## src/rtl/vga_pkg.sv

```systemverilog
// Shared video timing constants for the XGA 1024x768@60 pipeline.
// Draw stages import this for edge tests (last visible column/line, etc.).
package vga_pkg;

  // Width of hcount/vcount on the timing bus
  localparam int CNT_W = 12;

  // XGA 1024x768 @ 60 Hz, 65 MHz pixel clock
  localparam int XGA_H_ACTIVE = 1024;
  localparam int XGA_H_FP     = 24;
  localparam int XGA_H_SYNC   = 136;
  localparam int XGA_H_BP     = 160;
  localparam int XGA_V_ACTIVE = 768;
  localparam int XGA_V_FP     = 3;
  localparam int XGA_V_SYNC   = 6;
  localparam int XGA_V_BP     = 29;

  // Derived totals
  localparam int XGA_H_TOTAL = XGA_H_ACTIVE + XGA_H_FP + XGA_H_SYNC + XGA_H_BP;
  localparam int XGA_V_TOTAL = XGA_V_ACTIVE + XGA_V_FP + XGA_V_SYNC + XGA_V_BP;

  // Sync windows: start inclusive, end exclusive
  localparam int XGA_HS_START = XGA_H_ACTIVE + XGA_H_FP;
  localparam int XGA_HS_END   = XGA_HS_START + XGA_H_SYNC;
  localparam int XGA_VS_START = XGA_V_ACTIVE + XGA_V_FP;
  localparam int XGA_VS_END   = XGA_VS_START + XGA_V_SYNC;

  // Last visible column / line, handy for draw-stage edge tests
  localparam int XGA_H_LAST_VIS = XGA_H_ACTIVE - 1;
  localparam int XGA_V_LAST_VIS = XGA_V_ACTIVE - 1;

  // True when lo <= c < hi
  function automatic logic in_window(input logic [CNT_W-1:0] c, input int lo, input int hi);
    return (int'(c) >= lo) && (int'(c) < hi);
  endfunction

endpackage

```

## src/rtl/vga_timing.sv

```systemverilog
// Head of the video pipeline: free-running hcount/vcount with coherent
// sync/blank/frame_start flags. Next position and its flags are computed
// combinationally and registered together, so counts and flags never skew.
module vga_timing
  import vga_pkg::*;
#(
  parameter int H_ACTIVE = XGA_H_ACTIVE,
  parameter int H_FP     = XGA_H_FP,
  parameter int H_SYNC   = XGA_H_SYNC,
  parameter int H_BP     = XGA_H_BP,
  parameter int V_ACTIVE = XGA_V_ACTIVE,
  parameter int V_FP     = XGA_V_FP,
  parameter int V_SYNC   = XGA_V_SYNC,
  parameter int V_BP     = XGA_V_BP,
  parameter bit SYNC_POL = 1'b1
) (
  input  logic             pclk,
  input  logic             reset,
  output logic [CNT_W-1:0] hcount_out,
  output logic             hsync_out,
  output logic             hblnk_out,
  output logic [CNT_W-1:0] vcount_out,
  output logic             vsync_out,
  output logic             vblnk_out,
  output logic             frame_start
);

  localparam int H_TOTAL  = H_ACTIVE + H_FP + H_SYNC + H_BP;
  localparam int V_TOTAL  = V_ACTIVE + V_FP + V_SYNC + V_BP;
  localparam int HS_START = H_ACTIVE + H_FP;
  localparam int HS_END   = HS_START + H_SYNC;
  localparam int VS_START = V_ACTIVE + V_FP;
  localparam int VS_END   = VS_START + V_SYNC;

  localparam logic [CNT_W-1:0] H_LAST = CNT_W'(H_TOTAL - 1);
  localparam logic [CNT_W-1:0] V_LAST = CNT_W'(V_TOTAL - 1);
  localparam logic [CNT_W-1:0] H_ACT  = CNT_W'(H_ACTIVE);
  localparam logic [CNT_W-1:0] V_ACT  = CNT_W'(V_ACTIVE);
  localparam logic [CNT_W-1:0] ONE    = CNT_W'(1);

  logic [CNT_W-1:0] w_hcount_nx;
  logic [CNT_W-1:0] w_vcount_nx;
  logic             w_hsync_nx;
  logic             w_hblnk_nx;
  logic             w_vsync_nx;
  logic             w_vblnk_nx;
  logic             w_frame_nx;

  logic [CNT_W-1:0] r_hcount;
  logic [CNT_W-1:0] r_vcount;
  logic             r_hsync;
  logic             r_hblnk;
  logic             r_vsync;
  logic             r_vblnk;
  logic             r_frame;

  // Next raster position; reset forces the origin so its flags decode from (0,0).
  // Wrap on >= so an out-of-range count can never persist.
  always_comb begin
    w_hcount_nx = r_hcount + ONE;
    w_vcount_nx = r_vcount;
    if (reset) begin
      w_hcount_nx = '0;
      w_vcount_nx = '0;
    end else if (r_hcount >= H_LAST) begin
      w_hcount_nx = '0;
      if (r_vcount >= V_LAST) begin
        w_vcount_nx = '0;
      end else begin
        w_vcount_nx = r_vcount + ONE;
      end
    end
  end

  // Flags decoded from the next position so they land on the same edge as the counts.
  // vsync depends only on vcount, so its edges fall at hcount==0.
  always_comb begin
    w_hblnk_nx = (w_hcount_nx >= H_ACT);
    w_vblnk_nx = (w_vcount_nx >= V_ACT);
    w_hsync_nx = in_window(w_hcount_nx, HS_START, HS_END) ? SYNC_POL : ~SYNC_POL;
    w_vsync_nx = in_window(w_vcount_nx, VS_START, VS_END) ? SYNC_POL : ~SYNC_POL;
    w_frame_nx = (w_hcount_nx == '0) && (w_vcount_nx == '0);
  end

  // Register counts and flags together.
  always_ff @(posedge pclk) begin
    r_hcount <= w_hcount_nx;
    r_vcount <= w_vcount_nx;
    r_hsync  <= w_hsync_nx;
    r_hblnk  <= w_hblnk_nx;
    r_vsync  <= w_vsync_nx;
    r_vblnk  <= w_vblnk_nx;
    r_frame  <= w_frame_nx;
  end

  assign hcount_out  = r_hcount;
  assign vcount_out  = r_vcount;
  assign hsync_out   = r_hsync;
  assign hblnk_out   = r_hblnk;
  assign vsync_out   = r_vsync;
  assign vblnk_out   = r_vblnk;
  assign frame_start = r_frame;

endmodule

```

## config.mk

```make
export PLATFORM = sky130hd
export DESIGN_NAME = vga_timing
export DESIGN_NICKNAME = d
export VERILOG_FILES = /design/src/rtl/vga_pkg.sv /design/src/rtl/vga_timing.sv
export SDC_FILE = /design/constraint.sdc
export NUM_CORES = 1
export LEC_CHECK = 0
export CAP_MARGIN = 20
export CORE_ASPECT_RATIO = 0.6
export CORE_UTILIZATION = 54
export CTS_BUF_LIST = sky130_fd_sc_hd__clkbuf_8
export DETAILED_ROUTE_END_ITERATION = 7
export GPL_TIMING_DRIVEN = 1
export PLACE_DENSITY = 0.9
export REMOVE_ABC_BUFFERS = 1
export SYNTH_ARGS = -nofsm -noshare
export SYNTH_HDL_FRONTEND = slang
export SYNTH_SLANG_ARGS = --single-unit
```

## constraint.sdc

```tcl
create_clock -name pclk -period 2.96 [get_ports pclk]
set_input_delay 0.592 -clock pclk [delete_from_list [all_inputs] [get_ports pclk]]
set_output_delay 0.592 -clock pclk [all_outputs]
set_load 0.03 [all_outputs]
```

# --- After elaboration in Yosys (flattened, before gate mapping) ---
# Cells that the tools add are included.
classes:
  reduce_logical: 5
  n_addsub: 2
  mux: 7
  n_lt_le_gt_ge: 8
op_table:
  columns: ["op", "n"]
  rows:
  - ["$mux 12", 5]
  - ["$ge 12x10->1 const B", 3]
  - ["$ge 12x11->1 const B", 3]
  - ["$add 12x1->12 const B", 2]
  - ["$logic_not 12->1", 2]
  - ["$lt 12x10->1 const B", 1]
  - ["$lt 12x11->1 const B", 1]
  - ["$logic_and 1x1->1", 3]
  - ["$mux 1", 2]
totals:
  register_bits: 29
  word_cells: 29
  output_inout_bits: 29
  inputBits: 2

# --- Logic depth before layout (Yosys ltp) ---
# Gate-level depths: netlist of the first run.
depth:
  word_depth: 7
  depth_mapped: 9
  depth_no_buf: 8

# --- Least setup slack after synthesis of the first run ---
# OpenSTA, ideal clock, no wires.
synth_timing:
  path_type: "register to register"
  start: "reg r_hcount[1] (netlist: hcount_out[1])"
  end: "reg r_vsync (netlist: vsync_out)"
  setup_ns: 0.087
  n_path_buf: 1
  arrival_ns: 2.298
  setup_slack_ns: 0.575
  path_stages_with_launch: 9
  path_cell_list: "dfxtp_1 > ha_1 > and4_1 > buf_6 > a21oi_4 > or4_1 > a21o_1 > a211oi_2 > nor4b_2"
synth_between:
  elab_chain_cells: 6
synth_rtl:
  columns: ["item", "line", "text"]
  rows:
  - ["start: declaration", "vga_timing.sv:49", "logic [CNT_W-1:0] r_hcount;"]
  - ["start signal: assignment", "vga_timing.sv:87", "r_hcount <= w_hcount_nx;"]
  - ["$ge 12x11->1 *", "vga_timing.sv:65", "end else if (r_hcount >= H_LAST) begin"]
  - ["$mux 12 *", "vga_timing.sv:65", null]
  - ["$mux 12 *", "vga_timing.sv:62", "if (reset) begin"]
  - ["$ge 12x10->1 or $lt 12x10->1 (tied branches)", "vga_pkg.sv:34", "return (int'(c) >= lo) && (int'(c) < hi);"]
  - ["$logic_and 1x1->1 *", "vga_pkg.sv:34", null]
  - ["$mux 1 *", "vga_timing.sv:81", "w_vsync_nx = in_window(w_vcount_nx, VS_START, VS_END) ? SYNC_POL : ~SYNC_POL;"]
  - ["net w_vsync_nx", "vga_timing.sv:45", "logic w_vsync_nx;"]
  - ["end signal: assignment", "vga_timing.sv:91", "r_vsync <= w_vsync_nx;"]
  - ["end: declaration", "vga_timing.sv:53", "logic r_vsync;"]
# The timed path passes the listed nets; every way through them passes the cells marked *.

# --- Worst setup path after layout of the first run ---
layout_timing:
  start: "reg r_hcount[0] (netlist: hcount_out[0])"
  end: "reg r_vsync (netlist: vsync_out)"
# The elaborated chain is that of the path after synthesis.

==> flow_summary_export.csv, run 1 <==
group,metric,value,unit
yosys,synth_edf_count,0,
finish,diodes,0,
sta,fmax,0.378,GHz
sta,setup-violations-final,0,
critical_path,rr_endpoint,"vsync_out",
critical_path,arrival,2.81,ns
critical_path,reg2reg_from,"hcount_out[0]",
clock_tree,ctsHoldBuffers,0,
sta,finalCriticalPeriod,2.64,ns
finish,final_nets,238,
floorplan,row_count,15,
place,port_buffers,30,
power_and_ir_drop,ir_drop,0.322,mV
critical_path,cp_slowest_cell,"a21oi_4",
clock_tree,clkTransAtPathRegs,0.06,ns
clock_tree,cts_resized,0,
sta,hold_viol_final,0,
power_and_ir_drop,p_per_area,431,nW/µm²
worst_hold_path,min_to,"hcount_out[0]",
yosys,seq_area_frac_synth,0.341,
clock_tree,cts-root-buf,"clkbuf_8",
critical_path,cp_cell_sequence,"ha_1 > and4_1 > a21oi_4 > or2_1 > mux2_2 > a211oi_1 > nor4b_2",
drt,vias,1687,
critical_path,worstRegToRegCells,7,
sta,worst_slew_margin_rel,0.604,
power_and_ir_drop,p_int,700,µW
power_and_ir_drop,p_sw,212,µW
floorplan,initial_utilization,0.582,
yosys,synthFlopType,"dfxtp_1",
critical_path,slowest_delay,0.40,ns
worst_hold_path,min_from,"hcount_out[0]",
floorplan,core-area,2930,µm²
yosys,synthXorXnorAreaFrac,0.0720,
critical_path,cp-start-kind,"register",
yosys,ys_ff_latch,29,
sta,grt_setup_unrepaired,"no",
global_routing,grt_max_degree,17,
yosys,synth-simple-area-share,0.266,
global_routing,grt_use_total,0.275,
global_routing,grt_pass1_vias,1297,
power_and_ir_drop,leakage,0.000759,µW
yosys,synth_compound_area_frac,0.202,
finish,post-route-util,0.724,
clock_tree,cts_buffers,5,
global_routing,grt_pass1_wl,6.78,mm
critical_path,worstPathMaxFanout,14,
status,status,"completed",
critical_path,end_kind,"register",
finish,final_layout_size_suffix_gt1_frac,0.107,
yosys,syn_inst,203,
critical_path,r2r_slack,0.32,ns
clock_tree,h-tree-depth,2,
yosys,synth_top_family_by_area,"simple AND/OR/NAND/NOR gates",
sta,fin_skew,0.00333,ns
yosys,yosys_warnings,0,
power_and_ir_drop,combPwrFrac,0.090,
yosys,syn_area_per_cell,8.39,µm²
clock_tree,cts_buffer_depth,2,
clock_tree,tritoncts,"yes",
sta,hold_ws,0.509,ns
place,hpwl,3.06,mm
global_routing,gr-total-overflow,0,
yosys,ys_async_sr_fraction,0,
clock_tree,clkSinkCount,29,
floorplan,die_w,74.5,µm
drt,dr.pass1.iters,5,
drt,drt_iter0_markers,182,
sta,maxSlewViolCount,0,
place,gp_congestion,0.994,
drt,drc,0,
worst_hold_path,worstHoldPathCells,1,
yosys,netlist_area,1700,µm²
power_and_ir_drop,pwr-share-clk,0.464,
yosys,ys_types,57,
clock_tree,post_cts_buffers,0,
floorplan,io_pins,31,
critical_path,worstSetupPathType,"register to register",
sta,tightest_slew,0.593,ns
clock_tree,insertion_delay,0.28,ns
worst_hold_path,hp-class,"register to register",
drt,ant_nets,0,
yosys,synth_mux_area_frac,0.0184,
critical_path,worstSetupStartpoint,"hcount_out[0]",
power_and_ir_drop,p_sw_frac,0.233,
drt,viasPerCell,6.13,
floorplan,dieArea,3390,µm²
drt,wl_per_cell,15.9,µm
floorplan,dieHeight,45.5,µm
run,cap_viol_max_count,0,
drt,routed_wl,4.38,mm
global_routing,antenna_found_initial,0,
critical_path,required,3.13,ns
finish,area_growth,24.3,%
power_and_ir_drop,finalPower,912,µW
sta,fin_crit_sh,0.893,
yosys,synth_fa_ha_area_frac,0.0294,
power_and_ir_drop,power_frac_seq,0.446,
sta,tns,0,ns
## critical path: cells and delay by family, from the launching register on
| kind | cells | cell delay, ns |
|---|---|---|
| multiplexers | 1 | 0.39 |
| flip-flops | 1 | 0.36 |
| AO/OA/AOI/OAI | 2 | 0.76 |
| adder cells (fa/ha/maj) | 1 | 0.30 |
| AND/OR/NAND/NOR | 3 | 0.71 |
## routing by layer
layer	up-vias	routed length (µm)	track usage
met1	801	2200	0.451
li1	797	-	-
met4	0	49	0.106
met5	-	0	0
met2	82	1740	0.323
met3	7	384	0.0664
## worst max-delay path by stage
| stage | depth (start not counted) | slack (ns) | to |
|---|---|---|---|
| floorplan | 7 | 0.04 | vsync_out |
| global placement | 7 | 0.47 | vsync_out |
| detailed placement | 7 | 0.38 | vsync_out |
| CTS | 7 | 0.38 | vsync_out |
| global route | 8 | 0.23 | vsync_out |
| finish | 7 | 0.32 | vsync_out |
## synthesized netlist by cell type (all sizes together) (2+ instances only)
cell type | n | share of area
o221ai | 2 | 0.010
and3 | 4 | 0.015
nor4b | 3 | 0.023
nand2 | 14 | 0.031
a32oi | 2 | 0.010
mux2i | 2 | 0.012
nor3 | 7 | 0.021
or2 | 4 | 0.016
nand3 | 6 | 0.018
a22oi | 2 | 0.0088
inv | 7 | 0.015
dfxtp | 29 | 0.34
ha | 4 | 0.029
and4 | 2 | 0.010
o31ai | 3 | 0.013
a21oi | 11 | 0.041
and2 | 4 | 0.015
a211oi | 3 | 0.016
nand4 | 4 | 0.015
nor2 | 27 | 0.059
nor3b | 2 | 0.0088
xnor2 | 7 | 0.036
o21ai | 10 | 0.034
o22ai | 2 | 0.0073
buf | 12 | 0.052
xor2 | 7 | 0.036
or4 | 5 | 0.024
## cells by family (layout without fill, tap and decap cells)
kind of cell,count (synthesis),in the layout
AO/OA/AOI/OAI,47,47
multiplexers,3,3
adder cells (fa/ha/maj),4,4
XOR/XNOR,14,14
flip-flops,29,29
other,1,1
AND/OR/NAND/NOR,85,85
buffers and inverters,20,50
## stage by stage
step	instances	setup WS, ns	instance area (µm²)
after floorplan	190	0.0389	1610
after global placement	267	0.473	2000
after detailed placement	267	0.383	2000
after CTS	275	0.381	2120
after global routing	275	0.231	2120
final	275	0.315	2120
## sequential cells by signal, indices dropped and copies added, names as in the netlist
signal and cells:
hcount_out 12, vblnk_out 1, frame_start 1, vsync_out 1
hsync_out 1, hblnk_out 1, vcount_out 12
## layout by cell type (no fill, tap or decap), drive strengths merged, types with 6 or more instances in the layout
cell type and instances:
clkdlybuf4s50 30, dfxtp 29, nor2 27, nand2 14
a21oi 11, o21ai 10, inv 8, nor3 7
xnor2 7, xor2 7, nand3 6, clkbuf 6
## cell type report
class                   instances  area (µm²)
multi-input cells             154        1000
fillers                       230         810
flip-flops and latches         29         581
repair buffers                 35         338
clock buffers                   6        82.6
well taps                      42        52.6
clock inverters                 2        33.8
inverters                       7        26.3
## power by group through the flow
stage                     registers, µW  clock network, µW  logic, µW
after floorplan                     426                  0       38.2
after global placement              415                  0       78.3
after detailed placement            415                  0       78.9
after CTS                           406                428       80.3
after global routing                407                445       87.8
final                               407                423       81.9
Power figures use the tool's default switching activity.
==> inputs of run 2 (changes only) <==
Settings changed: SKIP_LAST_GASP set to 1, SLEW_MARGIN set to 5.
==> results of run 2 <==
Same layout as run 1: the final DEF is identical, and so are final timing and power.
==> inputs of run 3 (changes only) <==
Settings changed: CORE_UTILIZATION 54 to 49, PLACE_DENSITY 0.9 to 0.86.
Clock period 2.96 ns to 2.2 ns, I/O delays scaled along.
==> run 3 against run 2 <==
Non-clock buffer count is 24 higher; critical path depth stayed put; critical endpoint unchanged; cell count is 10% higher; sequential cell count stayed put; utilization is 2.2 points lower; combinational power is 70% higher; largest cell class unchanged.
==> flow_summary_export.csv, run 3 (same netlist as run 1, synthesis figures left out) <==
group,metric,value,unit
status,status,"completed",
floorplan,die_w,78.1,µm
sta,grt_setup_unrepaired,"no",
critical_path,required,2.40,ns
finish,final_layout_size_suffix_gt1_frac,0.209,
drt,viasPerCell,5.76,
floorplan,dieHeight,47.7,µm
clock_tree,ctsHoldBuffers,0,
critical_path,worstPathMaxFanout,6,
finish,postLayoutCellArea,2300,µm²
sta,setup-violations-final,0,
power_and_ir_drop,ir_drop,0.337,mV
drt,drc,0,
sta,maxSlewViolCount,0,
floorplan,io_pins,31,
sta,fin_crit_sh,0.977,
clock_tree,cts_buffer_depth,2,
sta,fmax,0.465,GHz
global_routing,grt_pass1_vias,1345,
clock_tree,tritoncts,"yes",
place,gp_congestion,0.970,
worst_hold_path,min_from,"vcount_out[11]",
sta,fin_skew,0.00543,ns
finish,final_common_cell,"clkdlybuf4s50_1",
global_routing,grt_max_degree,16,
clock_tree,insertion_delay,0.28,ns
sta,finalCriticalPeriod,2.15,ns
critical_path,worstSetupStartpoint,"hcount_out[11]",
critical_path,arrival,2.35,ns
critical_path,cp_cell_sequence,"or4_4 > a21oi_4 > or2_4 > buf_4 > xor2_1 > a211oi_2 > nor4b_2",
finish,area_growth,35.2,%
clock_tree,h-tree-depth,2,
sta,hold_ws,0.551,ns
power_and_ir_drop,leakage,0.000873,µW
global_routing,gr-total-overflow,0,
floorplan,initial_utilization,0.519,
critical_path,cp_slowest_cell,"or4_4",
sta,tns,0,ns
drt,drt_iter0_markers,197,
sta,worst_slew_margin_rel,0.650,
run,cap_viol_max_count,0,
floorplan,dieArea,3730,µm²
clock_tree,cts_buffers,5,
drt,wl_per_cell,15.9,µm
drt,vias,1745,
floorplan,row_count,16,
finish,final_cell_mix,"clkdlybuf4s50_1 (30), dfxtp_1 (29), buf_4 (29), nor2_1 (27), nand2_1 (14)",
global_routing,antenna_found_initial,0,
finish,diodes,0,
power_and_ir_drop,p_per_area,477,nW/µm²
global_routing,grt_pass1_wl,6.91,mm
critical_path,cp-start-kind,"register",
finish,final_nets,263,
drt,dr.pass1.iters,4,
worst_hold_path,hp-class,"register to register",
clock_tree,clkSinkCount,29,
drt,routed_wl,4.83,mm
sta,tightest_slew,0.524,ns
drt,ant_nets,0,
critical_path,end_kind,"register",
floorplan,core-area,3280,µm²
critical_path,worstSetupPathType,"register to register",
place,port_buffers,30,
place,hpwl,3.57,mm
clock_tree,clkTransAtPathRegs,0.06,ns
sta,hold_viol_final,0,
critical_path,reg2reg_from,"hcount_out[11]",
critical_path,slowest_delay,0.57,ns
finish,post-route-util,0.702,
place,place_area,2190,µm²
global_routing,grt_use_total,0.260,
clock_tree,cts-root-buf,"clkbuf_8",
[run 3: power by group]
part / internal (µW) / switching [µW] / total (µW) / leakage (µW)
clock network: 214 / 205 / 419 / 0.0000491
logic: 57.7 / 80.9 / 139 / 0.000588
registers: 534 / 6.68 / 541 / 0.000235
[run 3: layout make-up]
class | instances | area (µm²)
clock buffers | 5 | 68.8
inverters | 7 | 26.3
multi-input cells | 155 | 1040
flip-flops and latches | 29 | 581
clock inverters | 3 | 13.8
fillers | 253 | 980
repair buffers | 59 | 518
well taps | 45 | 56.3
[run 3: worst paths after layout]
check              endpoint  slack (ns)  cells past startpoint
min reg2reg  vcount_out[11]        0.55                      2
min          vcount_out[11]        0.55                      2
max               vsync_out        0.05                      7
max reg2reg       vsync_out        0.05                      7
[run 3: critical path, delay by kind of cell (launching register included)]
kind / cells / cell delay (ns)
flip-flops: 1 / 0.32
AND/OR/NAND/NOR: 3 / 0.99
buffers and inverters: 1 / 0.13
XOR/XNOR: 1 / 0.29
AO/OA/AOI/OAI: 2 / 0.35
[run 3: stage by stage]
step / total power [µW] / instances / setup slack, ns
floorplan: 625 / 190 / -0.721
global placement: 682 / 294 / 0.0670
detailed placement: 683 / 294 / 0.0429
CTS: 1100 / 302 / 0.0236
global route: 1140 / 303 / 0.00826
finish: 1100 / 303 / 0.0503
[run 3: repair_timing]
action | 4_1_cts | 5_1_grt
endpoints found under the hold margin | 0 | 0
buffers inserted | 0 | 0
endpoints found under the setup margin | 0 | 3
resized for setup | 0 | 6
[run 3: routing by layer]
layer,track usage,share of wire,up-vias,wire length (µm)
met2,0.349,0.40,96,1950
met1,0.382,0.47,809,2260
met5,0,0,-,0
met4,0.0778,0.0019,0,9
met3,0.0952,0.13,2,613
li1,-,-,838,-
